## config.mk

```make
export PLATFORM = sky130hd
export DESIGN_NAME = axi_lite_slave_regs
export DESIGN_NICKNAME = d
export VERILOG_FILES = /design/src/rtl/axi_lite_slave_regs.sv
export SDC_FILE = /design/constraint.sdc
export NUM_CORES = 1
export LEC_CHECK = 0
export ABC_AREA = 1
export BUFFER_PORTS_ARGS = -buffer_cell sky130_fd_sc_hd__buf_4
export CAP_MARGIN = 0
export CELL_PAD_IN_SITES_DETAIL_PLACEMENT = 2
export CELL_PAD_IN_SITES_GLOBAL_PLACEMENT = 2
export CORE_AREA = 10 10 249 251
export DETAILED_ROUTE_END_ITERATION = 16
export DIE_AREA = 0 0 259 261
export HOLD_SLACK_MARGIN = 0.03
export PLACE_DENSITY_LB_ADDON = 0.12
export SLEW_MARGIN = 20
export SYNTH_ARGS = -nofsm -noshare
export SYNTH_HDL_FRONTEND = slang
export SYNTH_SLANG_ARGS = --single-unit
```

## constraint.sdc

```tcl
create_clock -name clk -period 2.2 [get_ports clk]
set_input_delay 0.22 -clock clk [delete_from_list [all_inputs] [get_ports clk]]
set_output_delay 0.22 -clock clk [all_outputs]
set_load 0.02 [all_outputs]
```

## src/rtl/axi_lite_slave_regs.sv

```systemverilog
// AXI4-Lite responder exposing NUM_REGS read/write registers with byte strobes.
// Write and read channels run as independent two-state machines.
//
// state  | meaning
// W_IDLE | collecting AW and W (either order); commit when both are held
// W_RESP | write done, presenting bresp until bready
// R_IDLE | arready high, waiting for AR
// R_DATA | presenting rdata/rresp until rready
module axi_lite_slave_regs #(
   parameter int ADDR_W   = 32,
   parameter int DATA_W   = 32,
   parameter int NUM_REGS = 8
) (
   input  logic                         clk,
   input  logic                         rst,
   input  logic [ADDR_W-1:0]            awaddr,
   input  logic                         awvalid,
   output logic                         awready,
   input  logic [DATA_W-1:0]            wdata,
   input  logic [DATA_W/8-1:0]          wstrb,
   input  logic                         wvalid,
   output logic                         wready,
   output logic [1:0]                   bresp,
   output logic                         bvalid,
   input  logic                         bready,
   input  logic [ADDR_W-1:0]            araddr,
   input  logic                         arvalid,
   output logic                         arready,
   output logic [DATA_W-1:0]            rdata,
   output logic [1:0]                   rresp,
   output logic                         rvalid,
   input  logic                         rready,
   output logic [NUM_REGS*DATA_W-1:0]   regs_q
);

   localparam int STRB_W   = DATA_W / 8;
   localparam int ADDR_LSB = $clog2(STRB_W);
   localparam int IDX_W    = $clog2(NUM_REGS);
   localparam logic [1:0] RESP_OKAY   = 2'b00;
   localparam logic [1:0] RESP_SLVERR = 2'b10;

   typedef enum logic {W_IDLE, W_RESP} w_state_t;
   typedef enum logic {R_IDLE, R_DATA} r_state_t;

   w_state_t              w_state_q, w_state_d;
   r_state_t              r_state_q, r_state_d;
   logic                  aw_got_q, aw_got_d;
   logic                  w_got_q, w_got_d;
   logic [ADDR_W-1:0]     awaddr_q, awaddr_d;
   logic [DATA_W-1:0]     wdata_q, wdata_d;
   logic [STRB_W-1:0]     wstrb_q, wstrb_d;
   logic [1:0]            bresp_q, bresp_d;
   logic [DATA_W-1:0]     rdata_q, rdata_d;
   logic [1:0]            rresp_q, rresp_d;
   logic [DATA_W-1:0]     reg_q [NUM_REGS];
   logic [DATA_W-1:0]     reg_d [NUM_REGS];

   logic                  aw_hs, w_hs, ar_hs;
   logic [ADDR_W-1:0]     addr_eff;
   logic [DATA_W-1:0]     data_eff;
   logic [STRB_W-1:0]     strb_eff;

   function automatic logic addr_in_range(input logic [ADDR_W-1:0] a);
      logic [ADDR_W-1:0] idx;
      idx = a >> ADDR_LSB;
      return idx < ADDR_W'(NUM_REGS);
   endfunction

   function automatic logic [IDX_W-1:0] addr_idx(input logic [ADDR_W-1:0] a);
      return IDX_W'(a >> ADDR_LSB);
   endfunction

   // Readies are gated by rst so they drop the instant reset asserts.
   assign awready = rst & (w_state_q == W_IDLE) & ~aw_got_q;
   assign wready  = rst & (w_state_q == W_IDLE) & ~w_got_q;
   assign arready = rst & (r_state_q == R_IDLE);
   assign bvalid  = (w_state_q == W_RESP);
   assign rvalid  = (r_state_q == R_DATA);
   assign bresp   = bresp_q;
   assign rdata   = rdata_q;
   assign rresp   = rresp_q;

   assign aw_hs = awvalid & awready;
   assign w_hs  = wvalid & wready;
   assign ar_hs = arvalid & arready;

   assign addr_eff = aw_got_q ? awaddr_q : awaddr;
   assign data_eff = w_got_q  ? wdata_q  : wdata;
   assign strb_eff = w_got_q  ? wstrb_q  : wstrb;

   always_comb begin
      w_state_d = w_state_q;
      aw_got_d  = aw_got_q;
      w_got_d   = w_got_q;
      awaddr_d  = awaddr_q;
      wdata_d   = wdata_q;
      wstrb_d   = wstrb_q;
      bresp_d   = bresp_q;
      reg_d     = reg_q;
      case (w_state_q)
         W_IDLE: begin
            if (aw_hs) begin
               aw_got_d = 1'b1;
               awaddr_d = awaddr;
            end
            if (w_hs) begin
               w_got_d = 1'b1;
               wdata_d = wdata;
               wstrb_d = wstrb;
            end
            if ((aw_got_q | aw_hs) & (w_got_q | w_hs)) begin
               w_state_d = W_RESP;
               if (addr_in_range(addr_eff)) begin
                  bresp_d = RESP_OKAY;
                  for (int k = 0; k < STRB_W; k++) begin
                     if (strb_eff[k]) reg_d[addr_idx(addr_eff)][k*8 +: 8] = data_eff[k*8 +: 8];
                  end
               end else begin
                  bresp_d = RESP_SLVERR;
               end
            end
         end
         W_RESP: begin
            if (bready) begin
               w_state_d = W_IDLE;
               aw_got_d  = 1'b0;
               w_got_d   = 1'b0;
            end
         end
         default: w_state_d = W_IDLE;
      endcase
   end

   // Reads sample reg_q, so a same-edge write commit is not visible yet.
   always_comb begin
      r_state_d = r_state_q;
      rdata_d   = rdata_q;
      rresp_d   = rresp_q;
      case (r_state_q)
         R_IDLE: begin
            if (ar_hs) begin
               r_state_d = R_DATA;
               if (addr_in_range(araddr)) begin
                  rdata_d = reg_q[addr_idx(araddr)];
                  rresp_d = RESP_OKAY;
               end else begin
                  rdata_d = '0;
                  rresp_d = RESP_SLVERR;
               end
            end
         end
         R_DATA: begin
            if (rready) r_state_d = R_IDLE;
         end
         default: r_state_d = R_IDLE;
      endcase
   end

   always_ff @(posedge clk or negedge rst) begin
      if (!rst) begin
         w_state_q <= W_IDLE;
         r_state_q <= R_IDLE;
         aw_got_q  <= 1'b0;
         w_got_q   <= 1'b0;
         awaddr_q  <= '0;
         wdata_q   <= '0;
         wstrb_q   <= '0;
         bresp_q   <= '0;
         rdata_q   <= '0;
         rresp_q   <= '0;
         for (int i = 0; i < NUM_REGS; i++) reg_q[i] <= '0;
      end else begin
         w_state_q <= w_state_d;
         r_state_q <= r_state_d;
         aw_got_q  <= aw_got_d;
         w_got_q   <= w_got_d;
         awaddr_q  <= awaddr_d;
         wdata_q   <= wdata_d;
         wstrb_q   <= wstrb_d;
         bresp_q   <= bresp_d;
         rdata_q   <= rdata_d;
         rresp_q   <= rresp_d;
         reg_q     <= reg_d;
      end
   end

   for (genvar i = 0; i < NUM_REGS; i++) begin : g_regs_out
      assign regs_q[i*DATA_W +: DATA_W] = reg_q[i];
   end

endmodule

```

Yosys cells after proc, flatten, opt, wreduce, memory -nomap -nowiden. Cells that the tools add are included.

Reductions and logical operators: 8. Bitwise gates (word level): 16. Equality and inequality tests: 3. Multiplexer cells: 45. $lt $le $gt $ge: 5.

Operators by type and width (count): $mux W256 (13); $bwmux W256 (4); $demux W32 S3 (4); $mux W32 (6); $bmux W32 S3 (1); $lt A30 B4 Y1 const B (2); $mux W24 (1); $mux W16 (1); $reduce_and A2 Y1 (6); $and A1 B1 Y1 (8); $ge A4 B4 Y1 const B (2); $mux W8 (1); $not A3 Y4 (2); $pmux W1 S2 (4); $mux W1 (7); $ne A2 B2 Y1 const B (3); $lt A4 B1 Y1 const B (1); $mux W2 (2); $mux W4 (1); $not A1 Y1 (4); $reduce_and A3 Y1 (1); $or A1 B1 Y1 (2); $logic_and A1 B1 Y1 (1).

Input port bits: 107. Register bits after elaboration: 364. Word-level logic and storage cells: 95.

Logic depth before layout (Yosys ltp). Gate-level depths: netlist of the first run.

Word-level depth: 23. Depth in mapped cells: 12. Gate-level depth less buffers: 10.

Worst setup path after synthesis of the first run. OpenSTA, ideal clock, no wires.

Path type: register to register. From: register aw_got_q. To: register reg_q, in the netlist regs_q[144]. Period minus slack after synthesis: 2.095 ns. Cell stages (with the launch flop): 11. Path slack: 0.105 ns. Data arrival time: 1.975 ns. Buffers on the path: 2. Library setup time: 0.119 ns. Path through: dfrtp_1 -> buf_4 -> nor3_2 -> nand2_1 -> nand2_1 -> nand3_2 -> inv_1 -> buf_2 -> nand4_1 -> nand2_1 -> nand2_1.

Elaborated cells on any way between the ends: 34. Those cells by class: order compare (3); mux (23); bitwise (6); reduce/logical (2).

RTL lines: from (decl) (line 47) `logic aw_got_q, aw_got_d;`; from (signal assigned) (line 175) `aw_got_q <= aw_got_d;`; $not A1 Y1 (line 74) `assign awready = rst & (w_state_q == W_IDLE) & ~aw_got_q;`; $and A1 B1 Y1 (line 74); via awready (line 18) `output logic awready,`; $and A1 B1 Y1 (line 83) `assign aw_hs = awvalid & awready;`; $or A1 B1 Y1 (line 111) `if ((aw_got_q | aw_hs) & (w_got_q | w_hs)) begin`; $and A1 B1 Y1 (line 111); $reduce_and A3 Y1 (no line); to (signal assigned) (line 183) `reg_q <= reg_d;`; to (decl) (line 55) `logic [DATA_W-1:0] reg_q [NUM_REGS];`.

The timed path passes the listed nets, and every way through them passes these cells. The select of a mux whose other input is x is not followed. A chain may end at the register's enable or synchronous reset.

Worst setup path in the final report of the first run.
From: register aw_got_q. To: register reg_q, in the netlist regs_q[181].

Cells in the longest elaborated chain, start to end: 20. Elaborated cells on any way between the ends: 34. Those cells by class: order compare (3); mux (23); bitwise (6); reduce/logical (2).

Ends and longest elaborated chain: $mux W32 (line 87) `assign addr_eff = aw_got_q ? awaddr_q : awaddr;`; $not A3 Y4 (not written as such) (line 116) `if (strb_eff[k]) reg_d[addr_idx(addr_eff)][k*8 +: 8] = data_eff[k*8 +: 8];`; $demux W32 S3 (line 116); $bwmux W256 (line 116); $mux W256 (line 116); $mux W256 (line 113) `if (addr_in_range(addr_eff)) begin`; $mux W256 (line 111); $mux W256 (line 100) `case (w_state_q)`; (+4 left out); $mux W256 (line 100); $bwmux W256 (line 116); $mux W256 (line 116); $mux W256 (line 113); $mux W256 (line 111); $mux W256 (line 100); $bwmux W256 (line 116); $mux W256 (line 116).

Several ways; a longest one is shown, not always the timed one. The select of a mux whose other input is x is not followed.

==> impl_metrics.tcl, run 1 <==
set metrics [dict create \
    wl_met2_um 43500 \
    drive_gt1_share_pct 25.9 \
    met1_length_um 39700 \
    yosysSeqAreaShare_pct 51.4 \
    die_width_um 259 \
    wl_per_cell_um 26.4 \
    crit_start "aw_got_q$_DFFE_PN0P_" \
    top_layer "met5" \
    grt_usage_pct 25.6 \
    vias 18500 \
    crit_arrival_ns 2.59 \
    antenna_found_initial 5 \
    fill_cells 6300 \
    setup_violations 0 \
    die_h_um 261 \
    powerDensity_mw_per_mm2 924 \
    area_delta_synth_final_pct 41.3 \
    dieArea_mm2 0.0676 \
    outcome "finished clean" \
    maxCapViolCount 0 \
    setup.worst_path.class "reg2reg" \
    post_drt_via_cell_ratio 5.39 \
    synthArstFlopShare_pct 100 \
    hold_path_class "in2async" \
    synth_cell_types 37 \
    slew_headroom_pct 30.7 \
    power_leakage_nw 12.6 \
    place_area_mm2 0.0222 \
    ctsRootBufferMaster "clkbuf_16" \
    fmax_ghz 0.471 \
    worst_pin_slew_ns 1.04 \
    core_mm2 0.0571 \
    reg2reg_depth 12 \
    ir_worst_vdd_mv 0.594 \
    startpoint_type "flip-flop" \
    syn_area_mm2 0.0175 \
    hpwl_um 62800 \
    drt_drc_violations_left 0 \
    drv_slew 0 \
    ant_nets 0 \
    final_area_mm2 0.0247 \
    cts_max_path_buffers 3 \
    yosysTopAreaCell "dfrtp_1" \
    syn-instance-count 2124 \
    period_share_pct 96.6 \
    syn_avg_cell_area_um2 8.25 \
    regToRegEndpoint "regs_q[181]$_DFFE_PN0P_" \
    multi_input_area_mm2 0.00767 \
    endpoint_kind "flip-flop" \
    r2r_start "aw_got_q$_DFFE_PN0P_" \
    grt_max_degree 166 \
    drtPass1Iterations 5 \
    ys_ff_latch 360 \
    initial_core_util_pct 30.7 \
    wirelength_um 90700 \
    io_buffers 397 \
    drtIter0Drc 1356 \
    synth_edf_count 0 \
    regArea_mm2 0.00901 \
    synthTopCellsByArea "dfrtp_1, nand2_1, nand4_1" \
    place_congestion 0.834 \
    row_count 88 \
    clock-sinks 360 \
    grt_remaining_overflow 0 \
    clkTransAtPathRegs_ns 0.06 \
    hold_viol 0 \
    p_total_mw 22.9 \
    fin_skew_ns 0.0423 \
    cts_buffers 44 \
    synth.top_cell.area_share_pct 51.4 \
    final_nets 2736 \
    ys_warn_count 0 \
    wl_met3_um 5300 \
    period_minus_slack_ns 2.13 \
    cp_max_fo 8 \
    clock_latency_ns 0.60 \
    htree_levels 2 \
    cts_tree "done" \
    grt_pass1_wl_um 132000 \
    whs_ns 0.0294 \
    ios 404 \
    grt_pass1_vias 20100 \
    reg2reg_slack_ns 0.07 \
    synth-main-ff-cell "dfrtp_1" \
    required_ns 2.67 \
]
==> layout make-up <==
type | count | share of cell area, %
clock buffer | 71 | 5.39
multi-input combinational | 1544 | 31.0
inverter | 62 | 1.01
sequential | 360 | 36.4
clock inverter | 9 | 0.415
tap | 765 | 3.87
timing repair buffer | 617 | 21.8
antenna | 5 | 0.0506
==> cell families after synthesis <==
logic type      after synthesis  synth area share (%)
other cells                   1                0.0214
flops                       360                  51.4
mux                          42                  2.57
buf+inv                     221                  5.36
compound gates              357                  10.9
simple gates               1143                  29.7
==> how the worst max path moves through the flow <==
stage | endpoint | slack, ns | depth (start not counted)
after floorplan | regs_q[144]$_DFFE_PN0P_ | 0.11 | 10
after global placement | regs_q[107]$_DFFE_PN0P_ | 0.06 | 10
after detailed placement | regs_q[101]$_DFFE_PN0P_ | -0.04 | 12
after CTS | regs_q[110]$_DFFE_PN0P_ | 0.0006 | 12
after global routing | regs_q[97]$_DFFE_PN0P_ | -0.04 | 14
final | regs_q[181]$_DFFE_PN0P_ | 0.07 | 12
==> layout by cell type (no fill, tap or decap), types with 9 or more instances in the layout <==
| cell type | instances |
|---|---|
| dlygate4sd3_1 | 68 |
| o21ai_0 | 229 |
| nand2_2 | 9 |
| clkbuf_1 | 15 |
| nand4_4 | 10 |
| nand4_1 | 226 |
| o21ai_1 | 52 |
| buf_12 | 31 |
| clkbuf_8 | 11 |
| inv_1 | 55 |
| nand2_1 | 626 |
| nor2_1 | 193 |
| clkbuf_16 | 53 |
| nor3_1 | 9 |
| mux2_2 | 24 |
| buf_4 | 504 |
| nand3_1 | 49 |
| dfrtp_1 | 358 |
| o22ai_1 | 62 |
| mux2i_1 | 18 |
==> critical path, cell delays in order (launching register included) <==
cell     delay, ns
dfrtp_2       0.43
buf_4         0.14
nor2_1        0.17
nand4_1       0.13
nand2_1       0.16
nand2_2       0.10
nor2_4        0.13
buf_12        0.14
buf_12        0.14
nand4_1       0.11
buf_4         0.22
nand2_1       0.09
nand2_1       0.06
==> registers in the layout (all words and copies together) (netlist names) <==
name / count
aw_got_q: 1
awaddr_q: 30
bresp: 1
bvalid: 1
rdata: 32
regs_q: 256
rresp: 1
rvalid: 1
w_got_q: 1
wdata_q: 32
wstrb_q: 4
==> cell usage after synthesis (all sizes together), types with 2 or more instances <==
master  number
a21oi        4
a22oi        2
buf         60
clkbuf      99
dfrtp      360
inv         61
mux2        24
mux2i       18
nand2      635
nand3       51
nand4      236
nor2       203
nor3        13
nor4         2
o21ai      288
o22ai       62
or2          3
==> layer usage <==
| metal | vias to the layer above | GRT usage [%] |
|---|---|---|
| li1 | 8310 | - |
| met1 | 9625 | 33.4 |
| met2 | 481 | 41.9 |
| met3 | 97 | 5.69 |
| met4 | 2 | 7.50 |
| met5 | - | 0 |
==> timing repair <==
item                                    in CTS  in global routing
resized for setup                            1                 26
hold buffers                                69                  0
endpoints found under the hold margin      116                  0
cloned                                       0                  9
buffers inserted                             3                 11
endpoints found under the setup margin       6                255
pin swaps                                    2                 11
==> power by group <==
part / switching (mW) / total, mW / internal, mW / leakage (nW)
combinational: 5.30 / 7.74 / 2.45 / 6.96
clock: 3.07 / 7.44 / 4.37 / 0.708
sequential: 0.421 / 7.68 / 7.25 / 4.90
==> metrics by stage <==
| stage | instances | setup WS [ns] | utilization (%) | setup TNS (ns) |
|---|---|---|---|---|
| after floorplan | 2125 | 0.105 | - | 0 |
| after global placement | 3256 | 0.0564 | 38.8 | 0 |
| after detailed placement | 3256 | -0.0426 | 38.8 | -0.157 |
| after CTS | 3408 | 0.000561 | 42.6 | 0 |
| after global routing | 3432 | -0.0365 | 43.3 | -0.287 |
| final | 3433 | 0.0747 | 43.3 | 0 |
(Power assumes the default switching activity.)
==> run 2: changes to the inputs <==
- CORE_AREA: 10 10 249 251 -> 2 2 241 243
- DIE_AREA: 0 0 259 261 -> 0 0 243 245
- GPL_ROUTABILITY_DRIVEN: not set -> 1
==> run 2 against run 1 <==
Sequential share of layout area is 0.092 points lower; largest cell class unchanged; global-route usage up 2.5 points; setup slack gained 0.039 ns.
==> impl_metrics.tcl, run 2 (synthesized netlist as in run 1, its figures left out) <==
set metrics [dict create \
    dp.cells 3268 \
    grt_remaining_overflow 0 \
    required_ns 2.67 \
    post_drt_via_cell_ratio 5.36 \
    setup.worst_path.class "reg2reg" \
    hold_viol 0 \
    drv_slew 0 \
    grt-busiest-layer "met2" \
    core_mm2 0.0570 \
    grt_usage_pct 28.1 \
    period_minus_slack_ns 2.09 \
    clock_latency_ns 0.58 \
    area_delta_synth_final_pct 41.6 \
    period_share_pct 94.8 \
    largest_register_ffs 256 \
    ir_worst_vdd_mv 0.590 \
    met3_usage_pct 6.08 \
    gr-usage-met1_pct 37.4 \
    cts_tree "done" \
    hpwl_um 59200 \
    cts_max_path_buffers 3 \
    ios 404 \
    tns_ns 0 \
    hold_path_class "in2reg" \
    dieArea_mm2 0.0595 \
    drtIter0Drc 1248 \
    multi_input_area_mm2 0.00770 \
    outcome "finished clean" \
    antenna_found_initial 2 \
    grt_pass1_vias 20000 \
    slew_headroom_pct 35.8 \
    fin_skew_ns 0.0232 \
    ctsRootBufferMaster "clkbuf_16" \
    grt_max_degree 152 \
    ant_nets 0 \
    wl_per_cell_um 24.9 \
    rsz0062_at_grt "true" \
    clkTransAtPathRegs_ns 0.06 \
    mostFrequentLayoutCells "nand2_1, buf_4, dfrtp_1" \
    clock-sinks 360 \
    endpoint_kind "flip-flop" \
    layout_commonest_cell "nand2_1" \
    finalCoreUtilization_pct 43.5 \
    die_h_um 245 \
    die_width_um 243 \
    setup_violations 0 \
    reg2reg_slack_ns 0.11 \
    met2_usage_pct 45.7 \
    final_nets 2738 \
    cts_buffers 44 \
    row_count 88 \
    initial_core_util_pct 30.7 \
    cp_max_fo 22 \
    drt_drc_violations_left 0 \
    htree_levels 2 \
    vias 18400 \
    finalNonFillerCells 3427 \
    power_leakage_nw 12.6 \
    crit_arrival_ns 2.56 \
    worst_pin_slew_ns 0.962 \
    wirelength_um 85300 \
    fill_cells 6356 \
    maxCapViolCount 0 \
    grt_pass1_wl_um 128000 \
    drive_gt1_share_pct 26.3 \
    place_congestion 0.818 \
    regArea_mm2 0.00901 \
    powerDensity_mw_per_mm2 935 \
    fmax_ghz 0.479 \
    startpoint_type "flip-flop" \
    io_buffers 397 \
    drtPass1Iterations 5 \
]
==> run 2: cell count changes in the layout (fill, tap and decap cells not counted), sizes merged, moves of 2 or more <==
| cell | previous run | this run |
|---|---|---|
| dlygate4sd3 | 68 | 71 |
| diode | 5 | 1 |
| bufinv | 2 | 7 |
| buf | 540 | 544 |
| clkinv | 5 | 3 |
| clkbuf | 79 | 69 |
==> run 2: where the power goes <==
group / total, mW / leakage [nW] / internal (mW) / switching [mW]
logic: 7.69 / 6.97 / 2.48 / 5.21
clock network: 7.84 / 0.731 / 4.79 / 3.04
registers: 7.67 / 4.90 / 7.26 / 0.414
total: 23.2 / 12.6 / 14.5 / 8.67
==> run 2: final cells by class <==
type / count / share of cell area [%]
well taps: 765 / 3.86
diodes: 1 / 0.0101
repair buffers: 619 / 21.7
inverters: 62 / 0.993
flip-flops and latches: 360 / 36.3
multi-input cells: 1544 / 31.1
clock buffers: 65 / 5.12
clock inverters: 11 / 0.938
==> run 2: what timing repair did <==
item	in CTS	in global routing
buffers inserted	0	7
hold endpoints to repair	81	0
resized for setup	0	40
hold buffers	71	0
setup endpoints to repair	0	238
==> run 2: path summary, 6_finish.rpt <==
| check | startpoint | end | cells past startpoint |
|---|---|---|---|
| min in group asynchronous | rst | regs_q[190]$_DFFE_PN0P_ | 3 |
| hold / removal | arvalid | rresp[1]$_DFFE_PN0P_ | 4 |
| setup reg to reg | aw_got_q$_DFFE_PN0P_ | regs_q[23]$_DFFE_PN0P_ | 10 |
| setup / recovery | aw_got_q$_DFFE_PN0P_ | regs_q[23]$_DFFE_PN0P_ | 10 |
| max in group asynchronous | rst | regs_q[239]$_DFFE_PN0P_ | 4 |
| hold reg to reg | wdata_q[10]$_DFFE_PN0P_ | wdata_q[10]$_DFFE_PN0P_ | 2 |
==> run 2: critical path: stages (launching register included) <==
cell and delay (ns):
dfrtp_2 0.46, inv_4 0.07, buf_4 0.13, or2_1 0.23, o21ai_4 0.11, inv_6 0.11, nor3_4 0.21, buf_12 0.22
nand4_4 0.22, nand2_2 0.14, nand2_2 0.05
==> run 2: metrics by stage <==
stage | total power [mW] | setup WS (ns) | area (um2) | hold WS [ns]
floorplan | 11.4 | 0.105 | 17500 | -0.0756
global placement | 14.7 | 0.0996 | 22300 | 0.216
detailed placement | 15.0 | 0.0236 | 22300 | 0.219
CTS | 23.0 | 0.0192 | 24500 | 0.0782
global route | 24.2 | -0.0331 | 24800 | 0.140
finish | 23.2 | 0.113 | 24800 | 0.144
==> run 2: layer usage <==
metal / vias to the layer above / share of wire [%]
met5: - / 0
met4: 0 / 2.9
met3: 116 / 5.7
met2: 461 / 47
met1: 9531 / 45
li1: 8275 / -
